[config.mk]
export PLATFORM = sky130hd
export DESIGN_NAME = icache_dm
export DESIGN_NICKNAME = d
export VERILOG_FILES = /design/src/rtl/icache_dm.sv
export SDC_FILE = /design/constraint.sdc
export NUM_CORES = 2
export LEC_CHECK = 0
export BUFFER_PORTS_ARGS = -buffer_cell sky130_fd_sc_hd__buf_4
export CORE_MARGIN = 2
export CORE_UTILIZATION = 50
export CTS_CLUSTER_SIZE = 28
export DETAILED_ROUTE_END_ITERATION = 16
export HOLD_SLACK_MARGIN = 0.12
export PLACE_DENSITY_LB_ADDON = 0.08
export SYNTH_ARGS = -nofsm -noshare
export SYNTH_HDL_FRONTEND = slang
export SYNTH_SLANG_ARGS = --single-unit
[constraint.sdc]
create_clock -name clock -period 10.34 [get_ports clock]
set_input_delay 1.551 -clock clock [delete_from_list [all_inputs] [get_ports clock]]
set_output_delay 1.551 -clock clock [all_outputs]
set_load 0.005 [all_outputs]
[src/rtl/icache_dm.sv]
// icache_dm: direct-mapped, read-only instruction cache.
// Hits return one cycle after the request. Misses refill the whole line word
// by word over a req/rdy memory port, then return the requested word.
// icache_flush invalidates every line (fence.i).
module icache_dm #(
    parameter int LINES = 16,
    parameter int WORDS = 4
) (
    input  logic        clock,
    input  logic        reset,
    input  logic [31:0] icache_addr,
    input  logic        icache_req,
    output logic [31:0] icache_data,
    output logic        icache_rdy,
    input  logic        icache_flush,
    output logic [31:0] mem_addr,
    output logic        mem_req,
    input  logic [31:0] mem_rdata,
    input  logic        mem_rdy
);

    localparam int OFF_W = $clog2(WORDS);
    localparam int IDX_W = $clog2(LINES);
    localparam int TAG_W = 30 - OFF_W - IDX_W;

    localparam logic [1:0] S_IDLE   = 2'd0;
    localparam logic [1:0] S_REFILL = 2'd1;
    localparam logic [1:0] S_RESP   = 2'd2;

    logic [1:0]       state_q, state_d;
    logic [LINES-1:0] valid_q, valid_d;
    logic [TAG_W-1:0] tag_q, tag_d;
    logic [IDX_W-1:0] idx_q, idx_d;
    logic [OFF_W-1:0] off_q, off_d;
    logic [OFF_W-1:0] cnt_q, cnt_d;
    logic             flush_pend_q, flush_pend_d;
    logic [31:0]      rdata_q, rdata_d;

    // Tag and data storage carry no reset; the valid bits qualify them.
    logic [TAG_W-1:0] tag_mem  [LINES];
    logic [31:0]      data_mem [LINES*WORDS];

    logic [OFF_W-1:0] req_off;
    logic [IDX_W-1:0] req_idx;
    logic [TAG_W-1:0] req_tag;
    logic             hit;
    logic             refill_wr;
    logic             refill_last;

    // Bits [1:0] select a byte within the word and play no part in lookup.
    logic unused_addr_lo;
    assign unused_addr_lo = ^icache_addr[1:0];

    assign req_off = icache_addr[2 +: OFF_W];
    assign req_idx = icache_addr[2+OFF_W +: IDX_W];
    assign req_tag = icache_addr[31 -: TAG_W];
    assign hit     = valid_q[req_idx] && (tag_mem[req_idx] == req_tag);

    // mem_rdy only counts while a refill is actually requesting.
    assign refill_wr   = (state_q == S_REFILL) && mem_rdy;
    assign refill_last = refill_wr && (cnt_q == OFF_W'(WORDS-1));

    assign icache_rdy  = (state_q == S_RESP);
    assign icache_data = rdata_q;
    assign mem_req     = (state_q == S_REFILL);
    assign mem_addr    = mem_req ? {tag_q, idx_q, cnt_q, 2'b00} : 32'h0;

    // Next-state logic for the controller, valid bits and response word.
    always_comb begin
        state_d      = state_q;
        valid_d      = valid_q;
        tag_d        = tag_q;
        idx_d        = idx_q;
        off_d        = off_q;
        cnt_d        = cnt_q;
        flush_pend_d = flush_pend_q;
        rdata_d      = rdata_q;
        case (state_q)
            S_IDLE: begin
                if (icache_flush) begin
                    // A request alongside a flush waits a cycle and then misses.
                    valid_d = '0;
                end else if (icache_req) begin
                    if (hit) begin
                        rdata_d = data_mem[{req_idx, req_off}];
                        state_d = S_RESP;
                    end else begin
                        tag_d   = req_tag;
                        idx_d   = req_idx;
                        off_d   = req_off;
                        cnt_d   = '0;
                        state_d = S_REFILL;
                    end
                end
            end
            S_REFILL: begin
                if (icache_flush) flush_pend_d = 1'b1;
                if (mem_rdy) begin
                    if (cnt_q == off_q) rdata_d = mem_rdata;
                    cnt_d = cnt_q + 1'b1;
                    if (refill_last) begin
                        valid_d[idx_q] = 1'b1;
                        // A flush seen during the refill also kills the new line.
                        if (flush_pend_q || icache_flush) valid_d = '0;
                        flush_pend_d = 1'b0;
                        state_d      = S_RESP;
                    end
                end
            end
            S_RESP: begin
                if (icache_flush) valid_d = '0;
                state_d = S_IDLE;
            end
            default: state_d = S_IDLE;
        endcase
    end

    // Control state; reset abandons any refill in progress.
    always_ff @(posedge clock or negedge reset) begin
        if (!reset) begin
            state_q      <= S_IDLE;
            valid_q      <= '0;
            tag_q        <= '0;
            idx_q        <= '0;
            off_q        <= '0;
            cnt_q        <= '0;
            flush_pend_q <= 1'b0;
            rdata_q      <= 32'h0;
        end else begin
            state_q      <= state_d;
            valid_q      <= valid_d;
            tag_q        <= tag_d;
            idx_q        <= idx_d;
            off_q        <= off_d;
            cnt_q        <= cnt_d;
            flush_pend_q <= flush_pend_d;
            rdata_q      <= rdata_d;
        end
    end

    // Line fill: each returned word lands in the data array, tag on the last.
    always_ff @(posedge clock) begin
        if (refill_wr)   data_mem[{idx_q, cnt_q}] <= mem_rdata;
        if (refill_last) tag_mem[idx_q] <= tag_q;
    end

endmodule

==> flow_metrics.tcl <==
set metrics [dict create \
    outcome "finished, final reports clean" \
    start_util_pct 50.45 \
    tightest_slew_ps 1326 \
    gp_congestion 0.7394 \
    clockBufferDepth 4 \
    finalSetupTns_ps 0 \
    cp_data_arrival_time_ps 6470 \
    seq_power_share_pct 51.3 \
    cts_tree "yes" \
    first_global_vias 46670 \
    period_needed_ps 5688 \
    die_y_um 445.3 \
    clock_latency_ps 930 \
    synth_edf_count 2432 \
    ctsHtreeMaxLevel 5 \
    critical_path_class "input pin to flop" \
    drive_gt1_share_pct 29.95 \
    grt_pass1_wl_um 357900 \
    rsz0062_at_grt "no" \
    combPwrFrac_pct 9.7 \
    cts.sinks 2515 \
    synth_area_um2 97370 \
    slew_viol_final 0 \
    period_share_pct 55.01 \
    yosysSeqAreaShare_pct 77.14 \
    wl_um 253400 \
    core_area_um2 193000 \
    io_pins 135 \
    setup_viol 0 \
    post-cts-setup-buffers 0 \
    cts_made_buffers 279 \
    leakage_uw 0.03520 \
    most-common-layout-cells "2,432 x edfxtp_1, 642 x mux4_2, 286 x clkbuf_16" \
    ys_types 69 \
    vias_per_cell 6.308 \
    final_common_cell "edfxtp_1" \
    max_freq_mhz 175.8 \
    hp-class "flop to flop" \
    clock-root-buffer "clkbuf_16" \
    switchingPower_uw 5614 \
    ys_seq_elements 2515 \
    switching_share_pct 23.74 \
    cts.reportedPaths.clkPinSlew_ps 60 \
    power.internal_uw 18040 \
    syn-mean-instance-area_um2 22.62 \
    synth_cells 4305 \
    timing.hold.worst_path_depth 2 \
    powerDensity_nw_per_um2 214.1 \
    power_frac_clock_pct 39.0 \
    grt_max_degree 103 \
    ctsHoldBuffers 0 \
    crit_fanout 65 \
    hold_viol_final 0 \
    drc 0 \
    cap_violations 0 \
    first_pass_iters 7 \
    vias 46260 \
    antenna_found_initial 7 \
    hpwlAfterDp_um 129100 \
    area_growth_pct 13.48 \
    grt_overflow 0 \
    wl_per_cell_um 34.56 \
    synthArstFlopShare_pct 3.300 \
    vdd_drop_max_v 0.0002022 \
    nets 4689 \
    cp-start-kind "input pin" \
    cp-end-kind "flop" \
    drt_iter0_markers 5230 \
    yosysWarnings 0 \
    row_count 161 \
    utilization_pct 57.25 \
    slew_headroom_pct 11.36 \
    cts.repair.resized 0 \
    clock_skew_ps 45.20 \
    finalHoldWorstSlack_ps 495.7 \
    antenna_left 0 \
    grtUsageTotal_pct 25.79 \
    dieArea_um2 198300 \
    required_ps 11120 \
    die_width_um 445.3 \
    io_buffer_count 130 \
    r2r_cells 8 \
    synth_top_flop_cell "edfxtp_1" \
]
[synth_stat cells (all sizes together) (16+ instances only)]
| cell type | number | area [µm²] |
|---|---|---|
| nor2b | 31 | 201.4 |
| a21oi | 73 | 365.4 |
| mux2 | 82 | 1025 |
| o22ai | 48 | 300.3 |
| xor2 | 22 | 192.7 |
| clkbuf | 110 | 412.9 |
| o32ai | 16 | 158.9 |
| mux4 | 642 | 14460 |
| o21ai | 33 | 165.2 |
| nand2 | 48 | 180.2 |
| buf | 130 | 747.0 |
| dfrtp | 83 | 2077 |
| edfxtp | 2432 | 73030 |
| and2 | 31 | 193.9 |
| mux2i | 197 | 1972 |
| nor2 | 135 | 506.7 |
| a211oi | 38 | 285.3 |
[registers in the layout, summed over array words and instances, names as in the netlist]
signal        count
tag_q            24
off_q             2
cnt_q             2
icache_data      32
tag_mem         384
state_q           2
valid_q          16
flush_pend_q      1
data_mem       2048
idx_q             4
[cell type report]
class / count / area (µm²)
Antenna cell: 3 / 7.507
Tap cell: 2526 / 3161
Sequential cell: 2515 / 75110
Timing Repair Buffer: 272 / 2167
Clock inverter: 99 / 743.2
Inverter: 11 / 41.29
Clock buffer: 367 / 7591
Fill cell: 14100 / 82490
Multi-Input combinational cell: 1540 / 21670
[worst max-delay path, stage by stage]
cell	delay, ps
buf_8	440
buf_4	860
mux4_2	610
mux2i_1	170
mux2i_1	110
xor2_1	160
nor4_1	580
nand4_1	170
or4_4	520
o32ai_4	150
buf_4	430
mux2_2	390
[final timing paths]
path / startpoint / end / slack, ps
hold reg to reg: valid_q[9] / valid_q[9] / 500
hold / removal: valid_q[9] / valid_q[9] / 500
setup / recovery: icache_addr[6] / icache_data[5] / 4650
min in group asynchronous: reset / tag_q[15] / 730
setup reg to reg: state_q[1] / data_mem[51][24] / 5970
max in group asynchronous: reset / icache_data[7] / 8320
[metal layers]
metal  track usage, %  vias up  part of all wire (%)
li1                 -    18780                     -
met1            37.68    25380                    42
met2            41.38     1717                    49
met4            7.049        0                   2.5
met3            3.444      375                   6.2
met5                0        -                     0
[power groups by stage]
stage                     Combinational [µW]  Clock (µW)  Sequential [µW]
after floorplan                         1190           0            12200
after global placement                  2320           0            12300
final                                   2300        9230            12100
after CTS                               2340        9370            12100
after global routing                    2430        9770            12200
after detailed placement                2340           0            12300
[through the flow]
stage	instances	power [µW]	area [µm²]	worst slack [ps]
6_report	7333	23650	110500	4652
5_1_grt	7332	24370	110500	4502
4_1_cts	7330	23840	110500	4714
3_5_place_dp	6864	14680	102100	3766
3_3_place_gp	6864	14620	102100	3752
2_1_floorplan	4306	13360	97370	5777
[cell families (layout without fill, tap and decap cells)]
logic type	after synthesis	count (layout)	share of synthesized area, %
flops	2515	2515	77.14
mux	921	921	17.93
compound gates	256	256	1.726
fa+ha+maj	1	1	0.01285
xor+xnor	35	35	0.3148
other cells	1	5	0.003851
simple gates	325	325	1.645
buf+inv	251	749	1.234
No activity file was read; power rests on OpenSTA's default activity.
